<file path="src/rtl/cpu_ctrl_pkg.sv">
// Shared definitions for the RV32I multi-cycle control unit: opcodes, state
// encoding, writeback select encoding and instruction classes.
package cpu_ctrl_pkg;

    localparam logic [6:0] OPC_R      = 7'b0110011;
    localparam logic [6:0] OPC_I      = 7'b0010011;
    localparam logic [6:0] OPC_LOAD   = 7'b0000011;
    localparam logic [6:0] OPC_STORE  = 7'b0100011;
    localparam logic [6:0] OPC_BRANCH = 7'b1100011;

    localparam logic WB_SEL_ALU = 1'b0;
    localparam logic WB_SEL_MEM = 1'b1;

    typedef enum logic [2:0] {
        ST_RESET  = 3'd0,
        ST_FETCH  = 3'd1,
        ST_DECODE = 3'd2,
        ST_EXEC   = 3'd3,
        ST_MEM    = 3'd4,
        ST_WB     = 3'd5,
        ST_TRAP   = 3'd6
    } state_e;

    typedef enum logic [2:0] {
        CLS_ILLEGAL = 3'd0,
        CLS_R       = 3'd1,
        CLS_I       = 3'd2,
        CLS_LOAD    = 3'd3,
        CLS_STORE   = 3'd4,
        CLS_BRANCH  = 3'd5
    } instr_class_e;

    // Shift-immediate forms carry funct7 (arithmetic/logical select).
    function automatic logic is_shift_funct3(input logic [2:0] f3);
        return (f3 == 3'b001) || (f3 == 3'b101);
    endfunction

endpackage

</file>
<file path="src/rtl/cpu_ctrl_decode.sv">
// Combinational decode of the latched instruction into class, legality and
// the ALU field values held constant from DECODE through WB.
module cpu_ctrl_decode
    import cpu_ctrl_pkg::*;
#(
    parameter int XLEN = 32
) (
    input  logic [XLEN-1:0] ir,
    output instr_class_e    instr_class,
    output logic            legal,
    output logic [6:0]      alu_opcode,
    output logic [2:0]      alu_funct3,
    output logic [6:0]      alu_funct7,
    output logic            alu_src_imm,
    output logic            rd_is_zero
);

    logic unused_ir_bits;
    assign unused_ir_bits = ^ir[24:15];

    assign rd_is_zero = (ir[11:7] == 5'd0);

    always_comb begin
        instr_class = CLS_ILLEGAL;
        legal       = 1'b0;
        alu_opcode  = 7'd0;
        alu_funct3  = 3'd0;
        alu_funct7  = 7'd0;
        alu_src_imm = 1'b0;
        case (ir[6:0])
            OPC_R: begin
                instr_class = CLS_R;
                legal       = 1'b1;
                alu_opcode  = ir[6:0];
                alu_funct3  = ir[14:12];
                alu_funct7  = ir[31:25];
            end
            OPC_I: begin
                instr_class = CLS_I;
                legal       = 1'b1;
                alu_opcode  = ir[6:0];
                alu_funct3  = ir[14:12];
                alu_funct7  = is_shift_funct3(ir[14:12]) ? ir[31:25] : 7'd0;
                alu_src_imm = 1'b1;
            end
            // Loads and stores borrow the ALU as an address adder.
            OPC_LOAD, OPC_STORE: begin
                instr_class = (ir[6:0] == OPC_LOAD) ? CLS_LOAD : CLS_STORE;
                legal       = 1'b1;
                alu_opcode  = OPC_I;
                alu_src_imm = 1'b1;
            end
            OPC_BRANCH: begin
                instr_class = CLS_BRANCH;
                legal       = 1'b1;
                alu_opcode  = ir[6:0];
                alu_funct3  = ir[14:12];
                alu_funct7  = ir[31:25];
            end
            default: ;
        endcase
    end

endmodule

</file>
<file path="src/rtl/cpu_ctrl_fsm.sv">
// Multi-cycle RV32I control FSM: fetch, decode, execute, mem, writeback.
// Define CPU_CTRL_PERF_EN to add cycle and retired-instruction counters.
module cpu_ctrl_fsm
    import cpu_ctrl_pkg::*;
#(
    parameter int XLEN = 32
`ifdef CPU_CTRL_PERF_EN
    ,
    parameter int PERF_CNT_W = 32
`endif
) (
    input  logic            clk_in,
    input  logic            rst_n_in,
    output logic            imem_req_out,
    input  logic            imem_ack_in,
    input  logic [XLEN-1:0] instr_in,
    output logic            dmem_req_out,
    output logic            dmem_we_out,
    input  logic            dmem_ack_in,
    input  logic            branch_taken_in,
    output logic [6:0]      opcode_out,
    output logic [2:0]      funct3_out,
    output logic [6:0]      funct7_out,
    output logic            alu_src_imm_out,
    output logic            rf_we_out,
    output logic            wb_sel_out,
    output logic            pc_en_out,
    output logic            pc_sel_out,
    output logic            trap_out,
    output logic [2:0]      state_out
`ifdef CPU_CTRL_PERF_EN
    ,
    output logic [PERF_CNT_W-1:0] cycle_cnt_out,
    output logic [PERF_CNT_W-1:0] instret_cnt_out
`endif
);

    state_e          state_reg, state_next;
    logic [XLEN-1:0] ir_reg, ir_next;

    instr_class_e    dec_class;
    logic            dec_legal;
    logic [6:0]      dec_opcode;
    logic [2:0]      dec_funct3;
    logic [6:0]      dec_funct7;
    logic            dec_src_imm;
    logic            dec_rd_zero;

    cpu_ctrl_decode #(.XLEN(XLEN)) u_decode (
        .ir          (ir_reg),
        .instr_class (dec_class),
        .legal       (dec_legal),
        .alu_opcode  (dec_opcode),
        .alu_funct3  (dec_funct3),
        .alu_funct7  (dec_funct7),
        .alu_src_imm (dec_src_imm),
        .rd_is_zero  (dec_rd_zero)
    );

    always_ff @(posedge clk_in or negedge rst_n_in) begin
        if (!rst_n_in) begin
            state_reg <= ST_RESET;
            ir_reg    <= '0;
        end else begin
            state_reg <= state_next;
            ir_reg    <= ir_next;
        end
    end

    always_comb begin
        state_next      = state_reg;
        ir_next         = ir_reg;
        imem_req_out    = 1'b0;
        dmem_req_out    = 1'b0;
        dmem_we_out     = 1'b0;
        opcode_out      = 7'd0;
        funct3_out      = 3'd0;
        funct7_out      = 7'd0;
        alu_src_imm_out = 1'b0;
        rf_we_out       = 1'b0;
        wb_sel_out      = WB_SEL_ALU;
        pc_en_out       = 1'b0;
        pc_sel_out      = 1'b0;
        trap_out        = 1'b0;

        // ALU fields are held steady for the whole life of the instruction.
        if (state_reg inside {ST_DECODE, ST_EXEC, ST_MEM, ST_WB}) begin
            opcode_out      = dec_opcode;
            funct3_out      = dec_funct3;
            funct7_out      = dec_funct7;
            alu_src_imm_out = dec_src_imm;
        end

        case (state_reg)
            ST_RESET: state_next = ST_FETCH;
            ST_FETCH: begin
                imem_req_out = 1'b1;
                if (imem_ack_in) begin
                    ir_next    = instr_in;
                    state_next = ST_DECODE;
                end
            end
            ST_DECODE: state_next = dec_legal ? ST_EXEC : ST_TRAP;
            ST_EXEC: begin
                case (dec_class)
                    CLS_LOAD, CLS_STORE: state_next = ST_MEM;
                    CLS_BRANCH: begin
                        pc_en_out  = 1'b1;
                        pc_sel_out = branch_taken_in;
                        state_next = ST_FETCH;
                    end
                    default: state_next = ST_WB;
                endcase
            end
            ST_MEM: begin
                dmem_req_out = 1'b1;
                dmem_we_out  = (dec_class == CLS_STORE);
                if (dmem_ack_in) begin
                    if (dec_class == CLS_STORE) begin
                        pc_en_out  = 1'b1;
                        state_next = ST_FETCH;
                    end else begin
                        state_next = ST_WB;
                    end
                end
            end
            ST_WB: begin
                rf_we_out  = !dec_rd_zero;
                wb_sel_out = (dec_class == CLS_LOAD) ? WB_SEL_MEM : WB_SEL_ALU;
                pc_en_out  = 1'b1;
                state_next = ST_FETCH;
            end
            ST_TRAP: trap_out = 1'b1;
            default: state_next = ST_TRAP;
        endcase
    end

    assign state_out = state_reg;

`ifdef CPU_CTRL_PERF_EN
    logic [PERF_CNT_W-1:0] cycle_cnt_reg, instret_cnt_reg;

    always_ff @(posedge clk_in or negedge rst_n_in) begin
        if (!rst_n_in) begin
            cycle_cnt_reg   <= '0;
            instret_cnt_reg <= '0;
        end else if (state_reg != ST_RESET && state_reg != ST_TRAP) begin
            cycle_cnt_reg <= cycle_cnt_reg + 1'b1;
            if (pc_en_out) begin
                instret_cnt_reg <= instret_cnt_reg + 1'b1;
            end
        end
    end

    assign cycle_cnt_out   = cycle_cnt_reg;
    assign instret_cnt_out = instret_cnt_reg;
`endif

endmodule

</file>
<file path="config.mk">
export PLATFORM = sky130hd
export DESIGN_NAME = cpu_ctrl_fsm
export DESIGN_NICKNAME = d
export VERILOG_FILES = /design/src/rtl/cpu_ctrl_pkg.sv /design/src/rtl/cpu_ctrl_decode.sv /design/src/rtl/cpu_ctrl_fsm.sv
export SDC_FILE = /design/constraint.sdc
export NUM_CORES = 1
export LEC_CHECK = 0
export BUFFER_PORTS_ARGS = -buffer_cell sky130_fd_sc_hd__buf_2
export CAP_MARGIN = 10
export CORE_UTILIZATION = 40
export CTS_CLUSTER_DIAMETER = 150
export CTS_CLUSTER_SIZE = 10
export DETAILED_ROUTE_END_ITERATION = 10
export HOLD_SLACK_MARGIN = 0.02
export PLACE_DENSITY_LB_ADDON = 0.15
export SETUP_SLACK_MARGIN = 0.15
export SKIP_CTS_REPAIR_TIMING = 1
export SYNTH_ARGS = -nofsm -noshare
export SYNTH_HDL_FRONTEND = slang
export SYNTH_SLANG_ARGS = --single-unit
</file>
<file path="constraint.sdc">
create_clock -name clk_in -period 1.95 [get_ports clk_in]
set_clock_uncertainty 0.1 [all_clocks]
set_input_delay 0.0975 -clock clk_in [delete_from_list [all_inputs] [get_ports clk_in]]
set_output_delay 0.0975 -clock clk_in [all_outputs]
set_load 0.01 [all_outputs]
</file>
==> qor.txt <==
largest cells by area after synthesis - dfrtp_1 40%, mux2_4 19%, and2_1 4.0%
failing checks - setup timing
ys async rst share - 100.0%
headroom to the max-slew limit - 62.42%
Mapped Avg Cell Area - 11.77 um2
final setup fails - 1
placed insts - 229
hold crit path type - primary input to flip-flop
CTS max path bufs - 2
outcome - finished, violations left
DR vias/cell - 5.023
initial antenna violation count - 0
min setup slack post-route - -0.01100 ns
RSZ-0062 raised after global routing - true
nets - 255
measured slew at the worst slew-check pin - 0.5637 ns
CP Capture Type - output port
Synth warnings - 0
Sink Count - 25
htree depth - 1
Lkg Pwr - 1.068 nW
CP Class - flip-flop to output port
post-DP HPWL - 2472 um
largest net degree at the start of global routing - 26
# diodes - 0
Worst Path Arrival - 1.76 ns
Die Width - 64.33 um
CTS tree - built
share of layout cells above drive strength 1 - 53.02%
first-pass GRT wire length - 5609 um
Most used DFF post-synth - dfrtp_1
Fin Hold WS - 0.09188 ns
WL final - 3654 um
Core ar. - 3689 um2
drt drc - 0
#FFs+latches synth - 25
peak supply drop - 0.2869 mV
CTS root buf - clkbuf_8
max cap viols - 0
number of global-route vias before repair - 1216
clk slew on worst S/H paths - 0.09 ns
Slew Limit Fails - 0
area grow syn2layout - 43.00%
period utilization - 100.6%
fmax - 509.9 MHz
# port buffers - 53
sequential share of the synthesized area - 40.26%
Power, Total - 1.361 mW
I/O pins - 66
average wire per standard cell - 13.89 um
antenna-violating nets left - 0
min cycle time layout - 1.961 ns
1st-iter DRT viols - 59
area leader, netlist - dfrtp_1
startpoint types - flip-flop
Starting Density - 42.13%
Vias - 1321
# fillers - 334
Worst EP required - 1.75 ns
CTS Buf Count - 3
post-route insts no fill - 263
Worst Path Max Fanout - 6
multi-input logic area - 857.1 um2
Synth Cell Area - 1554 um2
PD cells - 612.6 nW/um2
final hold vios - 0
Reg area - 629.4 um2
Final Wtd Congestion - 0.8703
EDFF count, synth - 0
later-pin clock latency in the skew report - 0.27 ns
max reg flops - 22
DIE AREA - 4138 um2
First-pass DRT Iterations - 4
row cnt - 22
setup slack at placement - 0.1710 ns
post-route cell area - 2222 um2
overall die height - 64.33 um
GRT Util Overall - 17.53%
area post-placement - 1848 um2
Mapped Cells - 132
number of distinct library cells after synthesis - 42
post-synth top area share - 40.26%
grt total ovfl - 0
==> cell type report <==
cell class | instances | share of cell area (%)
multi-input cells | 95 | 38.57
flip-flops and latches | 25 | 28.32
well taps | 48 | 2.703
clock buffers | 4 | 2.027
repair buffers | 89 | 27.87
inverters | 2 | 0.5068
==> Yosys cell counts, types with 2 or more instances <==
cell	count
buf_12	2
and2_1	10
nor3_1	5
nand3_1	2
buf_6	3
nor2_1	7
a32o_1	2
a211oi_1	2
nand2b_1	3
dfrtp_1	25
buf_4	2
mux2_2	2
nand2b_4	2
buf_2	2
a21oi_1	3
o21ai_0	6
nand2_1	6
o221ai_1	2
a21o_1	2
mux2_4	20
inv_1	2
ha_1	2
==> layer usage <==
metal | global-route usage [%] | routed length, um | vias to the layer above | share of wire (%)
met2 | 28.29 | 1820 | 42 | 50
met1 | 23.22 | 1611 | 646 | 44
li1 | - | - | 627 | -
met4 | 6.389 | 53 | 0 | 1.5
met5 | 0 | 0 | - | 0
met3 | 3.214 | 168 | 6 | 4.6
==> through the flow <==
step                      setup TNS, ns  util (%)
final                          -0.01100     60.24
after CTS                        -1.326     51.32
after global routing            -0.7939     60.24
after floorplan                       0         -
after detailed placement              0     50.10
after global placement                0     50.10
==> worst paths after layout <==
kind / startpoint / to / slack, ns / cells past startpoint
min in group asynchronous: rst_n_in / ir_reg[3] / 0.25 / 2
max in group asynchronous: rst_n_in / state_out[1] / 1.09 / 2
hold reg to reg: ir_reg[30] / ir_reg[30] / 0.41 / 1
hold / removal: imem_ack_in / state_out[2] / 0.09 / 3
setup / recovery: ir_reg[3] / pc_en_out / -0.01 / 5
setup reg to reg: state_out[1] / ir_reg[0] / 0.25 / 5
==> layout by cell type (no fill, tap or decap), types with 5 or more instances in the layout <==
cell type      synthesis  routed
buf_2                  2      52
dlygate4sd3_1          0      23
dfrtp_1               25      22
mux2_4                20      20
buf_4                  2      10
nand2_1                6       6
and2_1                10       6
o21ai_0                6       6
and2_4                 1       5
nor2_1                 7       5
nor3_1                 5       5
==> report_power, final <==
part,switching [mW],total (mW),internal (mW)
Sequential,0.0603,0.658,0.597
Combinational,0.171,0.397,0.227
Clock,0.160,0.306,0.146
==> critical path: stages, from the launching register on <==
cell	delay [ns]
dfrtp_1	0.41
nand4bb_4	0.27
or3_4	0.37
nor3_4	0.14
a32o_1	0.17
buf_2	0.12
==> cells by family (layout without fill, tap and decap cells) <==
kind of cell | Yosys count | after routing | share of synthesized area (%)
adders and majority gates | 2 | 2 | 1.610
AOI/OAI and AO/OA | 22 | 22 | 10.31
DFF | 25 | 25 | 40.26
muxes | 22 | 22 | 20.77
buffers and inverters | 13 | 95 | 7.407
and+or+nand+nor | 46 | 46 | 18.84
xor gates and xnor gates | 1 | 1 | 0.5637
other | 1 | 2 | 0.2413
Power figures use the tool's default switching activity.
